`src/rtl/stream_downsize.sv`:
```
// rtl/stream_downsize.sv - wide-to-narrow stream converter, emits kept lanes one per beat, lane 0 first
module stream_downsize #(
    parameter int T_DATA_WIDTH = 8,
    parameter int T_DATA_RATIO = 4
) (
    input  logic                    clk,
    input  logic                    rst_n,
    input  logic [T_DATA_WIDTH-1:0] s_data_i [T_DATA_RATIO],
    input  logic [T_DATA_RATIO-1:0] s_keep_i,
    input  logic                    s_last_i,
    input  logic                    s_valid_i,
    output logic                    s_ready_o,
    output logic [T_DATA_WIDTH-1:0] m_data_o,
    output logic                    m_last_o,
    output logic                    m_valid_o,
    input  logic                    m_ready_i
);

    localparam int IDX_W = $clog2(T_DATA_RATIO);
    localparam logic [T_DATA_RATIO-1:0] LSB_ONE = 1;

    typedef enum logic {
        IDLE = 1'b0,
        SEND = 1'b1
    } state_t;

    state_t                  state;
    logic [T_DATA_WIDTH-1:0] data_q [T_DATA_RATIO];
    logic [T_DATA_RATIO-1:0] rem_q;
    logic                    last_q;

    logic [IDX_W-1:0]        idx;
    logic [T_DATA_RATIO-1:0] rem_next;
    logic                    single;
    logic                    beat;
    logic                    final_beat;
    logic                    accept;

    // Lowest set bit of the remaining mask picks the lane; scanning high-to-low lets the lowest win.
    always_comb begin
        idx = '0;
        for (int i = T_DATA_RATIO - 1; i >= 0; i--) begin
            if (rem_q[i]) begin
                idx = i[IDX_W-1:0];
            end
        end
    end

    assign rem_next   = rem_q & (rem_q - LSB_ONE);
    assign single     = (rem_q != '0) && (rem_next == '0);
    assign m_valid_o  = (state == SEND);
    assign m_data_o   = m_valid_o ? data_q[idx] : '0;
    assign m_last_o   = m_valid_o & last_q & single;
    assign beat       = m_valid_o & m_ready_i;
    assign final_beat = beat & single;
    // Ready on the final beat lets the next word load in the same edge, so words stream without a bubble.
    assign s_ready_o  = (state == IDLE) | final_beat;
    assign accept     = s_valid_i & s_ready_o;

    always_ff @(posedge clk or negedge rst_n) begin
        if (!rst_n) begin
            state  <= IDLE;
            rem_q  <= '0;
            last_q <= 1'b0;
            for (int i = 0; i < T_DATA_RATIO; i++) begin
                data_q[i] <= '0;
            end
        end else begin
            if (accept) begin
                for (int i = 0; i < T_DATA_RATIO; i++) begin
                    data_q[i] <= s_data_i[i];
                end
                rem_q  <= s_keep_i;
                last_q <= s_last_i;
                state  <= (s_keep_i != '0) ? SEND : IDLE;
            end else if (beat) begin
                rem_q <= rem_next;
                if (single) begin
                    state <= IDLE;
                end
            end
        end
    end

endmodule

```
`config.mk`:
```
export PLATFORM = sky130hd
export DESIGN_NAME = stream_downsize
export DESIGN_NICKNAME = d
export VERILOG_FILES = /design/src/rtl/stream_downsize.sv
export SDC_FILE = /design/constraint.sdc
export NUM_CORES = 1
export LEC_CHECK = 0
export ABC_AREA = 1
export CAP_MARGIN = 10
export CORE_MARGIN = 5
export CORE_UTILIZATION = 45
export CTS_CLUSTER_DIAMETER = 40
export CTS_CLUSTER_SIZE = 12
export DETAILED_ROUTE_END_ITERATION = 10
export PLACE_DENSITY = 0.78
export SETUP_SLACK_MARGIN = 0.2
export SLEW_MARGIN = 20
export SYNTH_ARGS = -nofsm -noshare
export SYNTH_HDL_FRONTEND = slang
export SYNTH_SLANG_ARGS = --single-unit
```
`constraint.sdc`:
```
create_clock -name clk -period 4.1 [get_ports clk]
set_input_delay 0.82 -clock clk [delete_from_list [all_inputs] [get_ports clk]]
set_output_delay 0.82 -clock clk [all_outputs]
set_load 0.05 [all_outputs]
```
Word level (Yosys, flattened, before mapping)
Index checks and enable logic that the tools add are counted.
{"block": "op_classes", "reduce_logical": 7, "n_lt_le_gt_ge": 1, "n_addsub": 1, "n_mux": 14, "bitwise_logic": 9}
{"op": "2-to-1 mux 8 bit", "count": 3}
{"op": "binary-select mux 8 bit (select 2 bit)", "count": 1}
{"op": "2-to-1 mux 2 bit", "count": 4}
{"op": "2-to-1 mux 4 bit", "count": 2}
{"op": "nonzero test 4 bit", "count": 2}
{"op": "AND 1 bit", "count": 5}
{"op": "AND 4 bit", "count": 1}
{"op": "zero test 4 bit", "count": 1}
{"op": "2-to-1 mux 1 bit", "count": 4}
{"op": "nonzero test 2 bit", "count": 2}
{"op": "subtractor 4 x 1 -> 4 bit, second input constant", "count": 1}
{"op": "greater-or-equal comparator 3 bit, second input constant", "count": 1}
{"op": "NOT 2 -> 3 bit", "count": 1}
{"op": "AND reduction 2 bit", "count": 1}
{"op": "logical AND 1 bit", "count": 1}
{"op": "NOT 1 bit", "count": 1}
{"op": "OR 1 bit", "count": 1}
{"block": "totals", "output_inout_bits": 11, "wordCells": 39, "reg_bits": 38, "in_bits": 41}

Logic depth before layout (Yosys ltp)
Gate-level depths: netlist of run 1.
{"block": "depth", "ltp_word": 9, "ltp_mapped": 9}

Worst setup path before layout of run 1
OpenSTA, ideal clock, no wires.
{"block": "synth_timing", "path_kind": "register to output", "from": "register rem_q[3]", "to": "output port m_data_o[0]", "setup_slack_ns": 1.472, "arrival_ns": 1.808, "path_stages_with_launch": 6, "path_cell_list": "dfrtp_1 -> o21ai_2 -> inv_1 -> a21oi_1 -> nand2_1 -> a21oi_1"}
{"block": "synth_via", "elab_chain_cells": 9}
{"item": "start: declaration", "line": "29", "rtl": "logic [T_DATA_RATIO-1:0] rem_q;"}
{"item": "start signal: assignment", "line": "73", "rtl": "rem_q <= s_keep_i;"}
{"item": "start signal: assignment", "line": "77", "rtl": "rem_q <= rem_next;"}
{"item": "2-to-1 mux 2 bit (4 in series)", "line": "43", "rtl": "if (rem_q[i]) begin"}
{"item": "NOT 2 -> 3 bit (not written as such)", "line": "52", "rtl": "assign m_data_o = m_valid_o ? data_q[idx] : '0;"}
{"item": "binary-select mux 8 bit (select 2 bit)", "line": "52"}
{"item": "2-to-1 mux 8 bit (not written as such) (2 in series)", "line": "52"}
{"item": "2-to-1 mux 8 bit", "line": "52"}
{"item": "end: declaration", "line": "13", "rtl": "output logic [T_DATA_WIDTH-1:0] m_data_o,"}
Every way passes these cells. The select of a mux whose other input is x is not followed.

Worst setup path after layout of run 1
{"block": "layout_timing", "from": "register rem_q[2]", "to": "output port m_data_o[5]"}
{"block": "layout_via", "elab_chain_cells": 8}
{"item": "2-to-1 mux 2 bit (3 in series)", "line": "43"}
{"item": "NOT 2 -> 3 bit (not written as such)", "line": "52"}
{"item": "binary-select mux 8 bit (select 2 bit)", "line": "52"}
{"item": "2-to-1 mux 8 bit (not written as such) (2 in series)", "line": "52"}
{"item": "2-to-1 mux 8 bit", "line": "52"}
Every way passes these cells. The select of a mux whose other input is x is not followed.

==> flow_summary.yaml, run 1 <==
placement:
  post_dp_cell_area_mm2: 0.00255
  post-place-ws_ns: 0.781
  place.gp.congestion: 0.806
  numPortBuffers: 51
  hpwl_mm: 3.28
  place_inst: 357
yosys:
  syn_nets: 307
  synth_area_per_cell_um2: 7.74
  synthArstFlopShare_pct: 100
  synth_flop_cell: "dfrtp_1"
  synth-seq-cells: 38
  synth_area_mm2: 0.00206
  yosysUniqueCellTypes: 23
  syn-instance-count: 266
  synth_seq_area_share_pct: 46.2
  synth_edf_count: 0
  synth_warnings: 0
power_and_ir_drop:
  p_int_mw: 1.21
  power_density_mw_per_mm2: 924
  switching_share_pct: 50.6
  p_switching_mw: 1.23
  comb_power_share_pct: 61.7
  leakagePower_nw: 1.31
  total_power_mw: 2.44
  pwr-share-clk_pct: 11.0
  irDropWorstVdd_mv: 0.652
  power_frac_seq_pct: 27.4
routing:
  route.detailed.drc: 0
  vias: 1819
  drt-pass1-iter-count: 4
  wirelength_mm: 4.62
  drt-initial-drc-count: 101
  via_per_inst: 4.98
  ant_nets: 0
  wl_per_cell_um: 12.7
floorplan:
  ios: 52
  initial_core_util_pct: 47.0
  placementRows: 24
  die_h_um: 77.7
  dieArea_mm2: 0.00603
  fp.dieW_um: 77.7
  core_area_mm2: 0.00438
grt:
  grt_pass1_wl_mm: 8.21
  use_met2_pct: 26.3
  grt_use_met1_pct: 22.4
  grt_pass1_vias: 1813
  met3_usage_pct: 4.40
  grt_max_degree: 40
  antenna_found_initial: 0
  grt_overflow: 0
  grt_use_total_pct: 16.5
  busiest_layer: "met2"
timing:
  finalHoldViolCount: 0
  max_slew.worst_pin.slew_ns: 0.892
  skew_ns: 0.00529
  rsz0062_at_grt: "no"
  final.setup.worst_slack_ns: 0.457
  finalMaxSlewViolations: 0
  clock.fmax_mhz: 275
  period_minus_slack_ns: 3.64
  slew_headroom_pct: 40.4
  finalSetupViolations: 0
  setup-tns-final_ns: 0
  finalCritPeriodShare_pct: 88.8
final_layout:
  final_common_cell: "nand2_1"
  final_cells: 365
  num-fill-cells: 410
  mostFrequentLayoutCells: "nand2_1 (96), clkdlybuf4s50_1 (49), dfrtp_1 (38)"
  areaGrowthSynthToFinish_pct: 28.3
  antennaDiodeCount: 0
  final_nets: 353
  drive_gt1_share_pct: 13.7
  fin_area_mm2: 0.00264
worst_setup_path:
  critPathArrivalTime_ns: 2.82
  end_kind: "output port"
  critical_path_required_ns: 3.28
  crit_type: "reg -> out"
  path_max_fanout: 32
  startpoint_type: "flop"
cts:
  cts_buffers: 5
  htreeDepth: 2
  cts_setup_buffers: 0
  hold_buffers: 0
  post_cts_resized: 0
  clkSinkCount: 38
  insertion_delay_ns: 0.29
  cts_tree: "built"
  clock_path_buffers: 2
  root_buffer: "clkbuf_8"
  cts.clk_slew.worst_paths_ns: 0.08
run_status:
  status: "complete, no violations"
flow_run:
  drv_cap: 0
worst_hold_path:
  hold_class: "reg -> reg"
[per-layer routing]
layer	share of wire, %	vias up	wire length [um]
li1	-	934	-
met1	47	839	2190
met2	46	42	2120
met3	5.9	4	272
met4	0.76	0	35
met5	0	-	0
[cell usage after synthesis, types with 2 or more instances]
cell type  number  area, um2
nand3_1        32        160
buf_2           6       30.0
inv_1          23       86.3
buf_4           3       22.5
nand2_1        96        360
nand3_2        10        100
nand2_2         2       12.5
dfrtp_1        38        951
nor2_1          3       11.3
or2_2          16        100
clkbuf_1        2       7.51
a21oi_1        24        120
[layout make-up]
class                      count  area [um2]  area share [%]
inverter                      23        86.3            3.27
multi-input combinational    191         926            35.1
clock inverter                 2        12.5           0.474
sequential                    38         951            36.0
tap                           52        65.1            2.46
timing repair buffer          53         518            19.6
clock buffer                   6        82.6            3.13
[cells by family (layout without fill, tap and decap cells)]
group / after synthesis / after routing / share of synthesized area, %
AOI/OAI and AO/OA: 27 / 27 / 6.87
buffers and inverters: 37 / 84 / 8.87
DFF: 38 / 38 / 46.2
muxes: 1 / 1 / 0.486
and+or+nand+nor: 163 / 163 / 37.6
[per-stage QoR]
| stage | hold slack, ns | utilization [%] |
|---|---|---|
| after global placement | 0.447 | 58.1 |
| after CTS | 0.470 | 60.2 |
| after detailed placement | 0.451 | 58.1 |
| after global routing | 0.501 | 60.2 |
| final | 0.469 | 60.2 |
| after floorplan | 0.434 | - |
[sequential cells by signal, indices dropped and copies added (netlist names)]
register,count
last_q,1
rem_q,4
data_q,32
m_valid_o,1
[power by group through the flow]
stage	logic (mW)	registers (mW)	clock network (mW)
after global placement	1.49	0.666	0
after global routing	1.66	0.696	0.288
after detailed placement	1.52	0.671	0
after CTS	1.52	0.668	0.273
final	1.50	0.668	0.268
after floorplan	1.17	0.657	0
[worst max-delay path, cell delays in order (launching register included)]
cell	delay, ns
dfrtp_1	0.42
inv_1	0.09
a21o_1	0.16
nand2_1	0.58
or2_2	0.22
nand2_1	0.05
a21oi_1	0.17
clkdlybuf4s50_1	0.83
[worst paths after layout]
kind / startpoint / end / slack (ns) / depth (start not counted)
max: rem_q[2]$_DFFE_PN0P_ / m_data_o[5] / 0.46 / 7
min: data_q[3]$_DFFE_PN0P_ / data_q[3]$_DFFE_PN0P_ / 0.47 / 2
max reg2reg: rem_q[1]$_DFFE_PN0P_ / data_q[2]$_DFFE_PN0P_ / 1.84 / 9
min reg2reg: data_q[3]$_DFFE_PN0P_ / data_q[3]$_DFFE_PN0P_ / 0.47 / 2
max in group asynchronous: rst_n / data_q[14]$_DFFE_PN0P_ / 2.95 / 1
min in group asynchronous: rst_n / last_q$_DFFE_PN0P_ / 0.62 / 1
Note: power is estimated with default switching activity, not from simulation.
==> run 2: changes to the inputs <==
--- a/config.mk
+++ b/config.mk
@@ -6,7 +6,6 @@
 export NUM_CORES = 1
 export LEC_CHECK = 0
 export ABC_AREA = 1
-export CAP_MARGIN = 10
 export CORE_MARGIN = 5
 export CORE_UTILIZATION = 45
 export CTS_CLUSTER_DIAMETER = 40
==> results of run 2 <==
The final DEF is identical to that of run 1; final timing and power are the same.
==> run 3: changes to the inputs <==
--- a/config.mk
+++ b/config.mk
@@ -6,6 +6,7 @@
 export NUM_CORES = 1
 export LEC_CHECK = 0
 export ABC_AREA = 1
+export CORE_ASPECT_RATIO = 1.5
 export CORE_MARGIN = 5
 export CORE_UTILIZATION = 45
 export CTS_CLUSTER_DIAMETER = 40
==> run 3 against run 2 <==
  * Critical path type unchanged
  * Non-clock buffer count stayed put
  * Highest routed layer unchanged
  * Total power hardly changed
  * Core utilization is 1.3 points lower
  * Global-route usage is 0.21 points higher
  * Final cell count is 1.1% lower
==> flow_summary.yaml, run 3 (synthesis results as in run 1) <==
grt:
  grt_use_total_pct: 16.7
  grt_max_degree: 40
  grt_pass1_vias: 1751
  grt_overflow: 0
  antenna_found_initial: 0
  grt_pass1_wl_mm: 7.78
cts:
  cts_tree: "built"
  clkSinkCount: 38
  cts_buffers: 5
  root_buffer: "clkbuf_8"
  post_cts_resized: 0
  clock_path_buffers: 2
  insertion_delay_ns: 0.29
  hold_buffers: 0
  cts.clk_slew.worst_paths_ns: 0.06
  htreeDepth: 2
  cts_setup_buffers: 0
floorplan:
  initial_core_util_pct: 46.1
  placementRows: 30
  dieArea_mm2: 0.00606
  die_h_um: 92.9
  ios: 52
  core_area_mm2: 0.00447
  fp.dieW_um: 65.2
timing:
  clock.fmax_mhz: 271
  slew_headroom_pct: 42.9
  finalSetupViolations: 0
  period_minus_slack_ns: 3.69
  final.setup.worst_slack_ns: 0.413
  skew_ns: 0.00630
  finalHoldViolCount: 0
  finalCritPeriodShare_pct: 89.9
  rsz0062_at_grt: "no"
  finalMaxSlewViolations: 0
  max_slew.worst_pin.slew_ns: 0.855
  setup-tns-final_ns: 0
worst_setup_path:
  startpoint_type: "flop"
  end_kind: "output port"
  crit_type: "reg -> out"
  critical_path_required_ns: 3.28
  critPathArrivalTime_ns: 2.87
  path_max_fanout: 32
  worst-r2r-setup-slack_ns: 1.88
flow_run:
  drv_cap: 0
final_layout:
  final_common_cell: "nand2_1"
  final_nets: 353
  mostFrequentLayoutCells: "nand2_1 (96), clkdlybuf4s50_1 (49), dfrtp_1 (38)"
  fin_area_mm2: 0.00263
  multi_input_area_um2: 926
  seq_area_um2: 951
  areaGrowthSynthToFinish_pct: 27.8
  drive_gt1_share_pct: 13.4
  final_cells: 361
  largestRegisters: "data_q x32, rem_q x4"
  largest-register: "data_q"
  largest_reg_flops: 32
  antennaDiodeCount: 0
  num-fill-cells: 405
routing:
  via_per_inst: 4.93
  route.detailed.drc: 0
  wirelength_mm: 4.63
  ant_nets: 0
  drt-initial-drc-count: 52
  vias: 1780
  drt-pass1-iter-count: 4
  wl_per_cell_um: 12.8
placement:
  place.gp.congestion: 0.812
  post_dp_cell_area_mm2: 0.00254
  numPortBuffers: 51
  place_inst: 353
  post-place-ws_ns: 0.749
  hpwl_mm: 3.36
worst_hold_path:
  hold_class: "reg -> reg"
power_and_ir_drop:
  power_density_mw_per_mm2: 926
  total_power_mw: 2.44
  irDropWorstVdd_mv: 0.482
  leakagePower_nw: 1.32
run_status:
  status: "complete, no violations"
run 3: changes by cell type in the layout (fill, tap and decap cells not counted):
cell and delta:
clkinvlp_4 -1, clkbuf_1 +1
run 3: cell type report:
| cell class | instances | area share (%) |
|---|---|---|
| flip-flops and latches | 38 | 36.1 |
| multi-input cells | 191 | 35.2 |
| repair buffers | 53 | 19.7 |
| clock buffers | 7 | 3.28 |
| inverters | 23 | 3.28 |
| well taps | 48 | 2.28 |
| clock inverters | 1 | 0.190 |
run 3: worst max-delay path, cell delays in order, from the launching register on:
cell	delay (ns)
dfrtp_1	0.41
inv_1	0.09
a21o_1	0.16
nand2_1	0.62
or2_2	0.23
nand2_1	0.05
a21oi_1	0.18
clkdlybuf4s50_1	0.84
run 3: power by group:
part / internal (mW) / total, mW / switching (mW)
clock network: 0.135 / 0.257 / 0.122
registers: 0.554 / 0.665 / 0.111
logic: 0.518 / 1.52 / 0.998
run 3: per-layer routing:
layer | track usage, % | wire (um)
met1 | 20.0 | 1910
met2 | 28.1 | 2380
met3 | 2.79 | 220
met4 | 9.00 | 119
met5 | 0 | 0
run 3: worst paths after layout:
check / to / startpoint / cells after the start
worst max-delay path: m_data_o[6] / rem_q[2]$_DFFE_PN0P_ / 7
worst min-delay path: data_q[1]$_DFFE_PN0P_ / data_q[1]$_DFFE_PN0P_ / 2
worst max register to register: data_q[3]$_DFFE_PN0P_ / rem_q[1]$_DFFE_PN0P_ / 9
worst min register to register: data_q[1]$_DFFE_PN0P_ / data_q[1]$_DFFE_PN0P_ / 2
max in group asynchronous: rem_q[1]$_DFFE_PN0P_ / rst_n / 1
min in group asynchronous: m_valid_o$_DFFE_PN0P_ / rst_n / 1
run 3: metrics by stage:
step | hold slack, ns | utilization [%]
2_1_floorplan | 0.434 | -
3_3_place_gp | 0.447 | 56.9
3_5_place_dp | 0.451 | 56.9
4_1_cts | 0.468 | 58.9
5_1_grt | 0.488 | 58.9
6_report | 0.470 | 58.9
